File: config.mk
export PLATFORM = sky130hd
export DESIGN_NAME = bootrom_line_fetcher
export DESIGN_NICKNAME = d
export VERILOG_FILES = /design/src/rtl/bootrom_line_fetcher.sv
export SDC_FILE = /design/constraint.sdc
export NUM_CORES = 1
export LEC_CHECK = 0
export ABC_AREA = 1
export BUFFER_PORTS_ARGS = -buffer_cell sky130_fd_sc_hd__clkbuf_2
export CAP_MARGIN = 0
export CORE_UTILIZATION = 56
export CTS_BUF_LIST = sky130_fd_sc_hd__clkbuf_4
export CTS_CLUSTER_DIAMETER = 150
export DETAILED_ROUTE_END_ITERATION = 10
export PLACE_DENSITY = 0.86
export SYNTH_ARGS = -nofsm -noshare
export SYNTH_HDL_FRONTEND = slang
export SYNTH_SLANG_ARGS = --single-unit
File: constraint.sdc
create_clock -name clk -period 9.3 [get_ports clk]
set_input_delay 0.465 -clock clk [delete_from_list [all_inputs] [get_ports clk]]
set_output_delay 0.465 -clock clk [all_outputs]
set_load 0.005 [all_outputs]
File: src/rtl/bootrom_line_fetcher.sv
// Refill adapter: splits one cache-line request into 64-bit boot ROM beats,
// reassembles the line and returns it over a valid/ready handshake.
module bootrom_line_fetcher #(
  parameter int ADDR_WIDTH     = 24,
  parameter int LINE_BYTES     = 16,
  parameter int ROM_BYTES      = 65536,
  parameter int TIMEOUT_CYCLES = 64
) (
  input  logic                    clk,
  input  logic                    rst,
  input  logic                    fetch_req_valid_i,
  output logic                    fetch_req_ready_o,
  input  logic [ADDR_WIDTH-1:0]   fetch_req_addr_i,
  input  logic                    fetch_kill_i,
  output logic                    fetch_resp_valid_o,
  input  logic                    fetch_resp_ready_i,
  output logic [LINE_BYTES*8-1:0] fetch_resp_data_o,
  output logic                    fetch_resp_error_o,
  output logic                    brom_req_valid_o,
  output logic [ADDR_WIDTH-1:0]   brom_req_address_o,
  input  logic                    brom_ready_i,
  input  logic [63:0]             brom_resp_data_i,
  input  logic                    brom_resp_valid_i
);

  localparam int BEATS    = LINE_BYTES / 8;
  localparam int OFF_BITS = $clog2(LINE_BYTES);
  localparam int BEAT_W   = (BEATS > 1) ? $clog2(BEATS) : 1;
  localparam int LINE_W   = LINE_BYTES * 8;

  typedef enum logic [2:0] {
    IDLE  = 3'd0,
    ISSUE = 3'd1,
    WAIT  = 3'd2,
    DRAIN = 3'd3,
    RESP  = 3'd4
  } state_e;

  state_e                state_q, state_d;
  logic                  armed_q, armed_d;
  logic [ADDR_WIDTH-1:0] base_q, base_d;
  logic [ADDR_WIDTH-1:0] addr_q, addr_d;
  logic [BEAT_W-1:0]     beat_q, beat_d;
  logic [7:0]            tmo_q, tmo_d;
  logic [LINE_W-1:0]     buf_q, buf_d;
  logic                  err_q, err_d;

  logic                  ready_s;
  logic                  issue_s;
  logic                  accept_s;
  logic                  tmo_hit_s;
  logic                  last_beat_s;
  logic                  out_of_range_s;
  logic [ADDR_WIDTH-1:0] req_base_s;
  logic [ADDR_WIDTH-1:0] issue_addr_s;

  assign req_base_s     = {fetch_req_addr_i[ADDR_WIDTH-1:OFF_BITS], {OFF_BITS{1'b0}}};
  assign out_of_range_s = (64'(req_base_s) >= 64'(ROM_BYTES));
  assign issue_addr_s   = base_q + ADDR_WIDTH'({beat_q, 3'b000});
  assign accept_s       = ready_s & fetch_req_valid_i;
  assign tmo_hit_s      = (tmo_q == 8'(TIMEOUT_CYCLES - 1));
  assign last_beat_s    = (beat_q == BEAT_W'(BEATS - 1));

  // State register
  always_ff @(posedge clk or posedge rst) begin
    if (rst) begin
      state_q <= IDLE;
    end else begin
      state_q <= state_d;
    end
  end

  // Next-state logic; a killed line never reaches RESP
  always_comb begin
    state_d = state_q;
    case (state_q)
      IDLE: begin
        if (accept_s) state_d = out_of_range_s ? RESP : ISSUE;
        else          state_d = IDLE;
      end
      ISSUE: begin
        if (brom_ready_i)      state_d = fetch_kill_i ? DRAIN : WAIT;
        else if (fetch_kill_i) state_d = IDLE;
        else                   state_d = ISSUE;
      end
      WAIT: begin
        if (brom_resp_valid_i) state_d = fetch_kill_i ? IDLE : (last_beat_s ? RESP : ISSUE);
        else if (tmo_hit_s)    state_d = fetch_kill_i ? IDLE : RESP;
        else if (fetch_kill_i) state_d = DRAIN;
        else                   state_d = WAIT;
      end
      DRAIN: begin
        if (brom_resp_valid_i || tmo_hit_s) state_d = IDLE;
        else                                state_d = DRAIN;
      end
      RESP: begin
        if (fetch_kill_i || fetch_resp_ready_i) state_d = IDLE;
        else                                    state_d = RESP;
      end
      default: state_d = IDLE;
    endcase
  end

  // Output logic; ready depends only on state and kill, never on request valid
  always_comb begin
    ready_s = 1'b0;
    issue_s = 1'b0;
    case (state_q)
      IDLE:    ready_s = armed_q & ~fetch_kill_i;
      ISSUE:   issue_s = brom_ready_i;
      default: begin
        ready_s = 1'b0;
        issue_s = 1'b0;
      end
    endcase
    fetch_req_ready_o  = ready_s;
    brom_req_valid_o   = issue_s;
    brom_req_address_o = issue_s ? issue_addr_s : addr_q;
    fetch_resp_valid_o = (state_q == RESP);
    fetch_resp_data_o  = buf_q;
    fetch_resp_error_o = err_q;
  end

  // Datapath next values: line base, beat index, per-beat timeout, line buffer
  always_comb begin
    armed_d = 1'b1;
    base_d  = base_q;
    addr_d  = addr_q;
    beat_d  = beat_q;
    tmo_d   = tmo_q;
    buf_d   = buf_q;
    err_d   = err_q;
    if (accept_s) begin
      base_d = req_base_s;
      beat_d = {BEAT_W{1'b0}};
      buf_d  = {LINE_W{1'b0}};
      err_d  = out_of_range_s;
    end else if (issue_s) begin
      addr_d = issue_addr_s;
      tmo_d  = 8'd0;
    end else if ((state_q == WAIT) || (state_q == DRAIN)) begin
      if (brom_resp_valid_i) begin
        tmo_d = 8'd0;
        if ((state_q == WAIT) && !fetch_kill_i) begin
          for (int k = 0; k < BEATS; k++) begin
            if (beat_q == BEAT_W'(k)) buf_d[64*k +: 64] = brom_resp_data_i;
            else                      buf_d[64*k +: 64] = buf_q[64*k +: 64];
          end
          beat_d = last_beat_s ? beat_q : beat_q + BEAT_W'(1);
        end else begin
          beat_d = beat_q;
        end
      end else if (tmo_hit_s) begin
        tmo_d = 8'd0;
        if ((state_q == WAIT) && !fetch_kill_i) begin
          buf_d = {LINE_W{1'b0}};
          err_d = 1'b1;
        end else begin
          err_d = err_q;
        end
      end else begin
        tmo_d = tmo_q + 8'd1;
      end
    end else begin
      tmo_d = tmo_q;
    end
  end

  // Datapath registers
  always_ff @(posedge clk or posedge rst) begin
    if (rst) begin
      armed_q <= 1'b0;
      base_q  <= {ADDR_WIDTH{1'b0}};
      addr_q  <= {ADDR_WIDTH{1'b0}};
      beat_q  <= {BEAT_W{1'b0}};
      tmo_q   <= 8'd0;
      buf_q   <= {LINE_W{1'b0}};
      err_q   <= 1'b0;
    end else begin
      armed_q <= armed_d;
      base_q  <= base_d;
      addr_q  <= addr_d;
      beat_q  <= beat_d;
      tmo_q   <= tmo_d;
      buf_q   <= buf_d;
      err_q   <= err_d;
    end
  end

endmodule

==> results by group <==
Die
  – Die Area: roughly 0.015 mm^2
  – Initial Util: 0.575
  – Top Ports: 251
  – Core area: approximately 0.015 mm^2
  – Die W: roughly 120 um
  – Die height: roughly 120 um
  – Std cell rows: 44

Setup path
  – Peak per-stage delay on the critical path: 0.90 ns
  – CP max-delay cell: buf_4
  – Kind of critical path: reg2reg
  – Critical path fanouts, max: 109
  – Cell breakdown of the critical path: nor2_1 > nand3_4 > buf_4 > buf_4 > nand3_1 > inv_1 > nand2_1 > nand2_1
  – Required @ worst endpoint: 9.79 ns
  – Crit. End Element: flop
  – Critical path data arrival time: roughly 3.4 ns
  – Critical Path Source Type: flop

Pwr
  – Pwr/cell area: approximately 170 mW/mm^2
  – Static leakage: roughly 6.1 nW
  – Final Total Pwr: about 1.6 mW
  – VDD IR max: 0.000150 V

Synthesis
  – Synth unique cells: 30
  – Synth area leaders: dfrtp_1, nand2_1, nand3_1
  – Register bit total from synthesis: between 150 and 200
  – Post-Synthesis Cells: 1021
  – Synth area leader: dfrtp_1
  – Top cell type's share of synthesized area: 0.555
  – Synth Area per Inst: between 8 and 9 um^2
  – Ys Warns: 0
  – Post-synthesis cell area: between 0.008 and 0.009 mm^2
  – Post-Syn Nets: 1117
  – Part of the Yosys area used for sequential elements: 0.555

Global routing
  – Initial antenna violation count: 1
  – Congestion Overflow GR: 0
  – Gr usage total: 0.276
  – First-pass GRT wire length: ~34000 um
  – Number of global-route vias before repair: between 6000 and 7000
  – Pin count of the biggest net entering global routing: 110

Clock tree
  – Resized cells post-CTS: 0
  – Clk root buf: clkbuf_4
  – Hold buffers post-CTS: 0
  – Clk Latency, worst-skew pair: between 0.5 and 0.6 ns
  – Setup bufs post-CTS: 0
  – TritonCTS clock tree: built
  – CTS Buffer Depth: 2
  – H-Tree Depth: 4
  – CTS clk-pin slew, worst paths: 0.15 ns
  – CTS Buf Count: 17
  – Clock Sinks: 186

Timing
  – Max Slew Vio Count: 0
  – Final TNS setup: 0 ns
  – Fin crit share: 0.316
  – Crit path time final: between 2 and 3 ns
  – Clk_skew: between 0.02 and 0.025 ns
  – Slew at the pin closest to its max-slew limit: approximately 1.0 ns
  – Final Hold Fails: 0
  – Setup violators final: 0
  – Unrepaired setup endpoints after global routing: false
  – Slew margin rel.: 0.308
  – F_max: 341 MHz

Detailed routing
  – Via count: between 7000 and 8000
  – Routed len/inst: approximately 14 um
  – ANT nets after route: 0
  – Detailed Routing Iterations Pass 1: 5
  – DRC: 0
  – Drt total wl: between 20000 and 25000 um
  – First-iteration detailed-routing DRC count: slightly above 600
  – Via density: 5.23

Status
  – Status: finished clean

Place
  – RePlAce Congestion: around 0.81
  – Port Buffers: about 250
  – Area after DPL: 0.00950 mm^2
  – Detailed placement HPWL: between 10000 and 15000 um

Worst hold path
  – HP Class: in2async

Cells and area
  – Layout cells sized above 1: 0.248
  – Post-route cell area: between 0.009 and 0.01 mm^2
  – Final Util: 0.669
  – Area grow syn2layout: 16.3%
  – Fin nets: about 1300

Run
  – Max-cap violations: 0
final cells by class:
class / instances / area, um^2
inverter: 108 / 410
sequential: 186 / 4650
timing repair buffer: 254 / 1290
fill: 1216 / 4830
antenna: 1 / 2.50
tap: 184 / 230
clock inverter: 14 / 120
multi-input combinational: 662 / 2910
clock buffer: 18 / 135
report_power, final:
group | total (mW) | internal, mW | leakage [nW] | switching (mW)
Sequential | 0.948 | 0.906 | 2.51 | 0.0425
Clock | 0.410 | 0.137 | 0.137 | 0.273
Combinational | 0.290 | 0.118 | 3.48 | 0.172
Total | 1.65 | 1.16 | 6.13 | 0.487
flip-flops by register name, summed over array words and instances, names as in the netlist:
name,flops
base_q,20
beat_q,1
tmo_q,8
addr_q,24
fetch_resp_error_o,1
fetch_resp_data_o,128
state_q,3
armed_q,1
final timing paths:
kind / depth (start not counted) / slack, ns / to / from
setup / recovery: 8 / 6.36 / fetch_resp_data_o[66] / state_q[2]
hold / removal: 2 / 0.10 / fetch_resp_data_o[66] / rst
setup reg to reg: 8 / 6.36 / fetch_resp_data_o[66] / state_q[2]
hold reg to reg: 2 / 0.49 / addr_q[23] / addr_q[23]
max in group asynchronous: 3 / 7.60 / fetch_resp_data_o[99] / rst
min in group clk: 3 / 0.11 / base_q[11] / fetch_req_addr_i[11]
kinds of logic after synthesis:
logic type / synth area share
flops: 0.555
simple gates: 0.307
other cells: 0.000447
fa+ha+maj: 0.00149
xor+xnor: 0.00104
compound gates: 0.0355
buf+inv: 0.0994
through the flow:
stage	hold WS, ns	worst slack (ns)	std cells
finish	0.102	6.36	1427
global route	0.0623	6.05	1427
CTS	0.0523	6.38	1426
detailed placement	0.460	6.11	1394
global placement	0.448	6.15	1394
floorplan	0.437	3.78	1021
cells in the mapped netlist (all sizes together):
| master | number |
|---|---|
| a21boi | 1 |
| a21oi | 6 |
| buf | 60 |
| clkbuf | 5 |
| clkinv | 1 |
| conb | 1 |
| dfrtp | 186 |
| ha | 1 |
| inv | 107 |
| nand2 | 360 |
| nand3 | 208 |
| nand3b | 1 |
| nand4 | 2 |
| nor2 | 28 |
| nor3 | 2 |
| o211ai | 1 |
| o21ai | 49 |
| o21bai | 1 |
| xor2 | 1 |
routing by layer:
| layer | vias to the layer above | global-route usage | wire (um) |
|---|---|---|---|
| met4 | 0 | 0.119 | 690 |
| met2 | 303 | 0.442 | 9890 |
| met3 | 45 | 0.0588 | 1330 |
| met1 | 3500 | 0.363 | 8670 |
| li1 | 3620 | - | - |
| met5 | - | 0 | 0 |
cell usage in the layout (no fill, tap or decap), drive strengths merged, types with 2 or more instances in the layout:
master	count
clkinv	7
inv	111
clkinvlp	3
a21oi	6
buf	8
dfrtp	186
nor2	28
nand2	360
clkbuf	264
o21ai	49
nand4	2
nor3	2
nand3	208
critical path, delay by kind of cell, from the launching register on:
family                 cells  cell delay (ns)
DFF                        1             0.46
buffers and inverters      3             1.80
and+or+nand+nor            5             0.52
No activity file was read; power rests on OpenSTA's default activity.
